[config.mk]
export PLATFORM = sky130hd
export DESIGN_NAME = clk_demux_router
export DESIGN_NICKNAME = d
export VERILOG_FILES = /design/src/rtl/clk_demux_router.sv
export SDC_FILE = /design/constraint.sdc
export NUM_CORES = 1
export LEC_CHECK = 0
export ABC_AREA = 1
export CAP_MARGIN = 20
export CORE_MARGIN = 4
export CORE_UTILIZATION = 40
export DETAILED_ROUTE_END_ITERATION = 10
export HOLD_SLACK_MARGIN = 0.02
export PLACE_DENSITY = 0.83
export SLEW_MARGIN = 20
export SYNTH_ARGS = -nofsm -noshare
export SYNTH_HDL_FRONTEND = slang
export SYNTH_SLANG_ARGS = --single-unit
[constraint.sdc]
create_clock -name clk -period 3.3 [get_ports clk]
set_clock_uncertainty 0.1 [all_clocks]
set_input_delay 0.66 -clock clk [delete_from_list [all_inputs] [get_ports clk]]
set_output_delay 0.66 -clock clk [all_outputs]
set_load 0.01 [all_outputs]
[src/rtl/clk_demux_router.sv]
`default_nettype none
// ============================================================================
// Module   : clk_demux_router
// Brief    : Registered 1-to-N demux with valid/ready flow control, broadcast
//            support and a saturating counter of out-of-range (dropped) words.
// Revision : 1.0
// ============================================================================
module clk_demux_router #(
    parameter int WIDTH = 8,
    parameter int N_OUT = 4,
    parameter int SEL_W = 2
) (
    input  logic                   clk,
    input  logic                   rst,
    input  logic [WIDTH-1:0]       in_data,
    input  logic [SEL_W-1:0]       in_sel,
    input  logic                   in_bcast,
    input  logic                   in_valid,
    output logic                   in_ready,
    output logic [N_OUT*WIDTH-1:0] out_data,
    output logic [N_OUT-1:0]       out_valid,
    input  logic [N_OUT-1:0]       out_ready,
    output logic [7:0]             drop_cnt
);

    logic [WIDTH-1:0] r_data [N_OUT];
    logic [N_OUT-1:0] r_valid;
    logic [7:0]       r_drop;

    logic [N_OUT-1:0] w_slot_free;
    logic [N_OUT-1:0] w_load;
    logic [31:0]      w_sel_ext;
    logic             w_sel_ok;
    logic             w_sel_free;
    logic             w_xfer;
    logic             w_drop;

    // Widening the select keeps the range check meaningful when 2**SEL_W > N_OUT.
    assign w_sel_ext   = 32'(in_sel);
    assign w_sel_ok    = (w_sel_ext < 32'(N_OUT));
    assign w_slot_free = ~r_valid | out_ready;

    always_comb begin
        w_sel_free = 1'b0;
        for (int i = 0; i < N_OUT; i++) begin
            if (w_sel_ext == 32'(i)) begin
                w_sel_free = w_slot_free[i];
            end
        end
    end

    always_comb begin
        if (in_bcast) begin
            in_ready = &w_slot_free;
        end else if (w_sel_ok) begin
            in_ready = w_sel_free;
        end else begin
            in_ready = 1'b1;
        end
    end

    assign w_xfer = in_valid & in_ready;
    assign w_drop = w_xfer & ~in_bcast & ~w_sel_ok;

    always_comb begin
        w_load = '0;
        for (int i = 0; i < N_OUT; i++) begin
            w_load[i] = w_xfer & (in_bcast | (w_sel_ext == 32'(i)));
        end
    end

    // A load during a drain keeps the channel valid, so there is no bubble.
    always_ff @(posedge clk or posedge rst) begin
        if (rst) begin
            r_valid <= '0;
            for (int i = 0; i < N_OUT; i++) begin
                r_data[i] <= '0;
            end
        end else begin
            for (int i = 0; i < N_OUT; i++) begin
                if (w_load[i]) begin
                    r_data[i]  <= in_data;
                    r_valid[i] <= 1'b1;
                end else if (out_ready[i]) begin
                    r_valid[i] <= 1'b0;
                end
            end
        end
    end

    always_ff @(posedge clk or posedge rst) begin
        if (rst) begin
            r_drop <= 8'd0;
        end else if (w_drop && (r_drop != 8'hFF)) begin
            r_drop <= r_drop + 8'd1;
        end
    end

    for (genvar g = 0; g < N_OUT; g++) begin : g_out
        assign out_data[g*WIDTH +: WIDTH] = r_data[g];
    end

    assign out_valid = r_valid;
    assign drop_cnt  = r_drop;

endmodule
`default_nettype wire
Word level (Yosys, flattened, before mapping) --
Index checks and enable logic that the tools add are counted.
Operators by class: eq/ne operators 4, $lt $le $gt $ge 1, reduce and logical (&&, ||, !) cells 7, $add $sub $neg 1, bitwise gates (word level) 15, muxes and demuxes 14
Operators by type and width (number):
- 32-bit zero test | 1
- 1-bit two-way mux | 14
- 8-bit by 1-bit adder with 8-bit output (second input constant) | 1
- 8-bit != test (second input constant) | 1
- 2-bit nonzero test | 4
- 1-bit AND | 7
- 2-bit equality test (second input constant) | 2
- 4-bit inverter | 1
- 1-bit bitwise OR | 4
- 4-bit bitwise OR | 1
- 4-bit AND reduction | 1
- 2-bit by 3-bit less-than comparator with 1-bit output (second input constant) | 1
- 2-bit by 1-bit equality test with 1-bit output (second input constant) | 1
- 1-bit inverter | 2
- 1-bit logical AND | 1
Storage, ports and cells: input port bits 18, register bits after elaboration 44, output and inout bits 45, logic and storage cells 51

Depth between registers and ports, before layout --
depth after elaboration 12, gate-level depth with buffers 9

Least setup slack after synthesis --
OpenSTA, ideal clock, no wires.
path kind in2out, start point input port in_bcast, end point output port in_ready, stages on the path 6, arrival time 1.471 ns, buffers on the path 1, setup slack 1.069 ns, cell sequence clkinv_2 > nand2_2 > nand2_1 > nand2_1 > nor2_8 > buf_8
On the way: cells in the longest elaborated chain, start to end 1
Ends and longest elaborated chain:
- start, declared | RTL line 17 | input logic in_bcast,
- 1-bit two-way mux | RTL line 53 | if (in_bcast) begin
- end, declared | RTL line 19 | output logic in_ready,
No other way between the ends.

Final worst setup path --
start point input port in_sel[1], end point output port in_ready
On the way: cells in the longest elaborated chain, start to end 7, elaborated cells on any way between the ends 11
Ends and longest elaborated chain:
- start, declared | RTL line 16 | input logic [SEL_W-1:0] in_sel,
- 32-bit zero test | RTL line 46 | if (w_sel_ext == 32'(i)) begin
- 1-bit two-way mux (4 in series) | RTL line 46
- 1-bit two-way mux (*) | RTL line 55 | end else if (w_sel_ok) begin
- 1-bit two-way mux (*) | RTL line 53
Mark *: on every way between the ends. The rest lies on a longest branch, timed or not.

==> results.md <==
- Status: finished, final reports clean
- Startpoint types: input pin
- Setup TNS: 0 ns
- Pin count of the biggest net entering global routing: 37
- Period utilisation layout: 0.935
- Worst skew pair latency: between 0.2 and 0.3 ns
- Leak: ~1.1 nW
- Synthesized area: approximately 0.0017 sq mm
- Core ar.: 0.00403 sq mm
- Ys async rst share: 1.00
- First drt pass iteration count: 4
- Top-count cell post-synth: nand2_1
- Min Tclk post-route: approximately 3.1 ns
- Hold Crit Class: register to register
- Synth cell types: 16
- Ys Warns: 0
- Avg Cell Area, Syn: slightly above 9 sq um
- Final setup fails: 0
- Number of routed nets with antenna violations: 0
- Total vias in the final route: between 1000 and 1500
- Initial core utilization: 0.419
- Max FO, Critical Path: 10
- CTS root buffer: clkbuf_8
- CTS Buf Count: 5
- Clock Pin Slew Worst Setup and Hold Paths: roughly 0.06 ns
- Final GP Congestion: 0.812
- Fillcell total: 367
- Die W: 73.0 microns
- Seq/Total Area, Yosys: 0.533
- Initial antenna violation count: 0
- Cell taking the most area after synthesis: dfrtp_1
- RSZ-0062 raised after global routing: no
- # IOs: between 60 and 70
- Area contributors post-synth: dfrtp_1 (53%), nand2_1 (16%), nand4_1 (12%)
- Layout Area Growth over Synthesis: 36.2%
- Top cell type's share of synthesized area: 0.533
- CTS Hold Bufs: 0
- # Max-Cap Violations: 0
- Most used DFF post-synth: dfrtp_1
- Nets: about 260
- Global-route wire length before repair: 7.05 mm
- Post-CTS resize count: 0
- Grt ovf: 0
- WHS: about 0.37 ns
- Initial DRC count: 96
- DR vias/cell: a little over 5
- Drt wl/cell: 14.8 microns
- DRC viols: 0
- Critical Path AT: 2.33 ns
- Pwr/cell area: ~630 mW/mm^2
- WL final: 4.27 mm
- Die Y: approximately 73 microns
- Total track usage: 0.175
- CTS tree: done
- Final Hold Vio Count: 0
- Buffers on Ports: 54
- Setup bufs post-CTS: 0
- Top cells by count, synth: nand2_1 (72), dfrtp_1 (36), nand4_1 (32)
- Mapped Cells: ~180
- Layout cells sized above 1: 0.0882
- Number of synthesized register bits: 36
- Die footprint: between 0.005 and 0.006 sq mm
- Max Fclk: between 0.3 and 0.4 GHz
- Hpwl dp: 3.12 mm
- Clock sink total: 36
- Rows: 23
- CP Data Required Time: roughly 2.5 ns
- Ant diodes: 0
- Worst slew margin: 0.649
- Kind of critical path: input pin to primary output
- Setup WS post-layout: 0.214 ns
- Peak VDD IR: about 0.0003 V
- Worst-Margin Slew: about 0.53 ns
- CTS H-Tree Depth: 2
- Nature of the critical path endpoint: primary output
- Max Buffers Root-to-Sink: 2
- Place WS: roughly 0.20 ns
- Number of enable flip-flop cells after synthesis: 0
- Vias in the first global route: between 1000 and 1500
- Max Slew Vio Count: 0
==> critical path, cell delays in order <==
cell             delay, ns
clkdlybuf4s50_1       0.54
inv_1                 0.06
nand2_1               0.07
nand2_2               0.14
nand2_1               0.13
nand2_2               0.09
nor2_8                0.09
clkdlybuf4s50_1       0.54
==> flip-flops by register name (all words and copies together), names as in the netlist <==
signal	flops
out_data	32
out_valid	4
==> power by group <==
part / switching (mW) / leakage (nW) / internal [mW]
clock network: 0.138 / 0.0359 / 0.136
logic: 0.265 / 0.631 / 0.286
registers: 0.0649 / 0.447 / 0.557
total: 0.468 / 1.11 / 0.979
==> final timing paths <==
check	start	end	slack, ns	depth (start not counted)
setup / recovery	in_sel[1]	in_ready	0.21	8
hold / removal	out_data[12]	out_data[12]	0.37	2
setup reg to reg	out_valid[3]	out_data[15]	1.54	9
hold reg to reg	out_data[12]	out_data[12]	0.37	2
max in group asynchronous	rst	out_valid[3]	1.78	3
min in group asynchronous	rst	out_data[12]	0.62	2
==> cells in the final DEF, fill, tap and decap left out <==
| cell | Yosys | routed |
|---|---|---|
| nor2_1 | 4 | 4 |
| nor2_8 | 1 | 1 |
| clkbuf_8 | 0 | 5 |
| inv_1 | 7 | 7 |
| nand4_1 | 32 | 32 |
| o21ai_1 | 4 | 4 |
| conb_1 | 1 | 8 |
| dfrtp_1 | 36 | 36 |
| clkdlybuf4s50_1 | 0 | 54 |
| nand2_1 | 72 | 72 |
| o21ai_2 | 1 | 1 |
| nand2_2 | 4 | 4 |
| clkinv_2 | 1 | 1 |
| nand3_4 | 4 | 4 |
| buf_4 | 8 | 5 |
==> metrics by stage <==
step	cells	util	total power, mW	area [sq um]
CTS	288	0.571	1.46	2300
detailed placement	283	0.554	1.19	2230
floorplan	189	-	0.889	1720
global placement	283	0.554	1.17	2230
finish	288	0.571	1.45	2300
global route	288	0.571	1.54	2300
==> cell families (layout without fill, tap and decap cells) <==
group	Yosys count	in the layout	share of synthesized area
simple gates	117	117	0.356
flops	36	36	0.533
buf+inv	23	72	0.0918
compound gates	5	5	0.0170
other cells	1	8	0.00222
==> area by class of cell <==
type / instances / area (sq um) / share of cell area
inverter: 8 / 31.3 / 0.0136
clock buffer: 5 / 68.8 / 0.0299
tap: 50 / 62.6 / 0.0272
timing repair buffer: 59 / 578 / 0.251
sequential: 36 / 901 / 0.392
multi-input combinational: 130 / 659 / 0.287
==> metal layers <==
metal / wire length (microns) / GRT usage / share of wire
met2: 1960 / 0.254 / 0.46
met1: 1910 / 0.245 / 0.45
met3: 324 / 0.0565 / 0.076
met5: 0 / 0 / 0
met4: 71 / 0.0635 / 0.017
(Power assumes the default switching activity.)
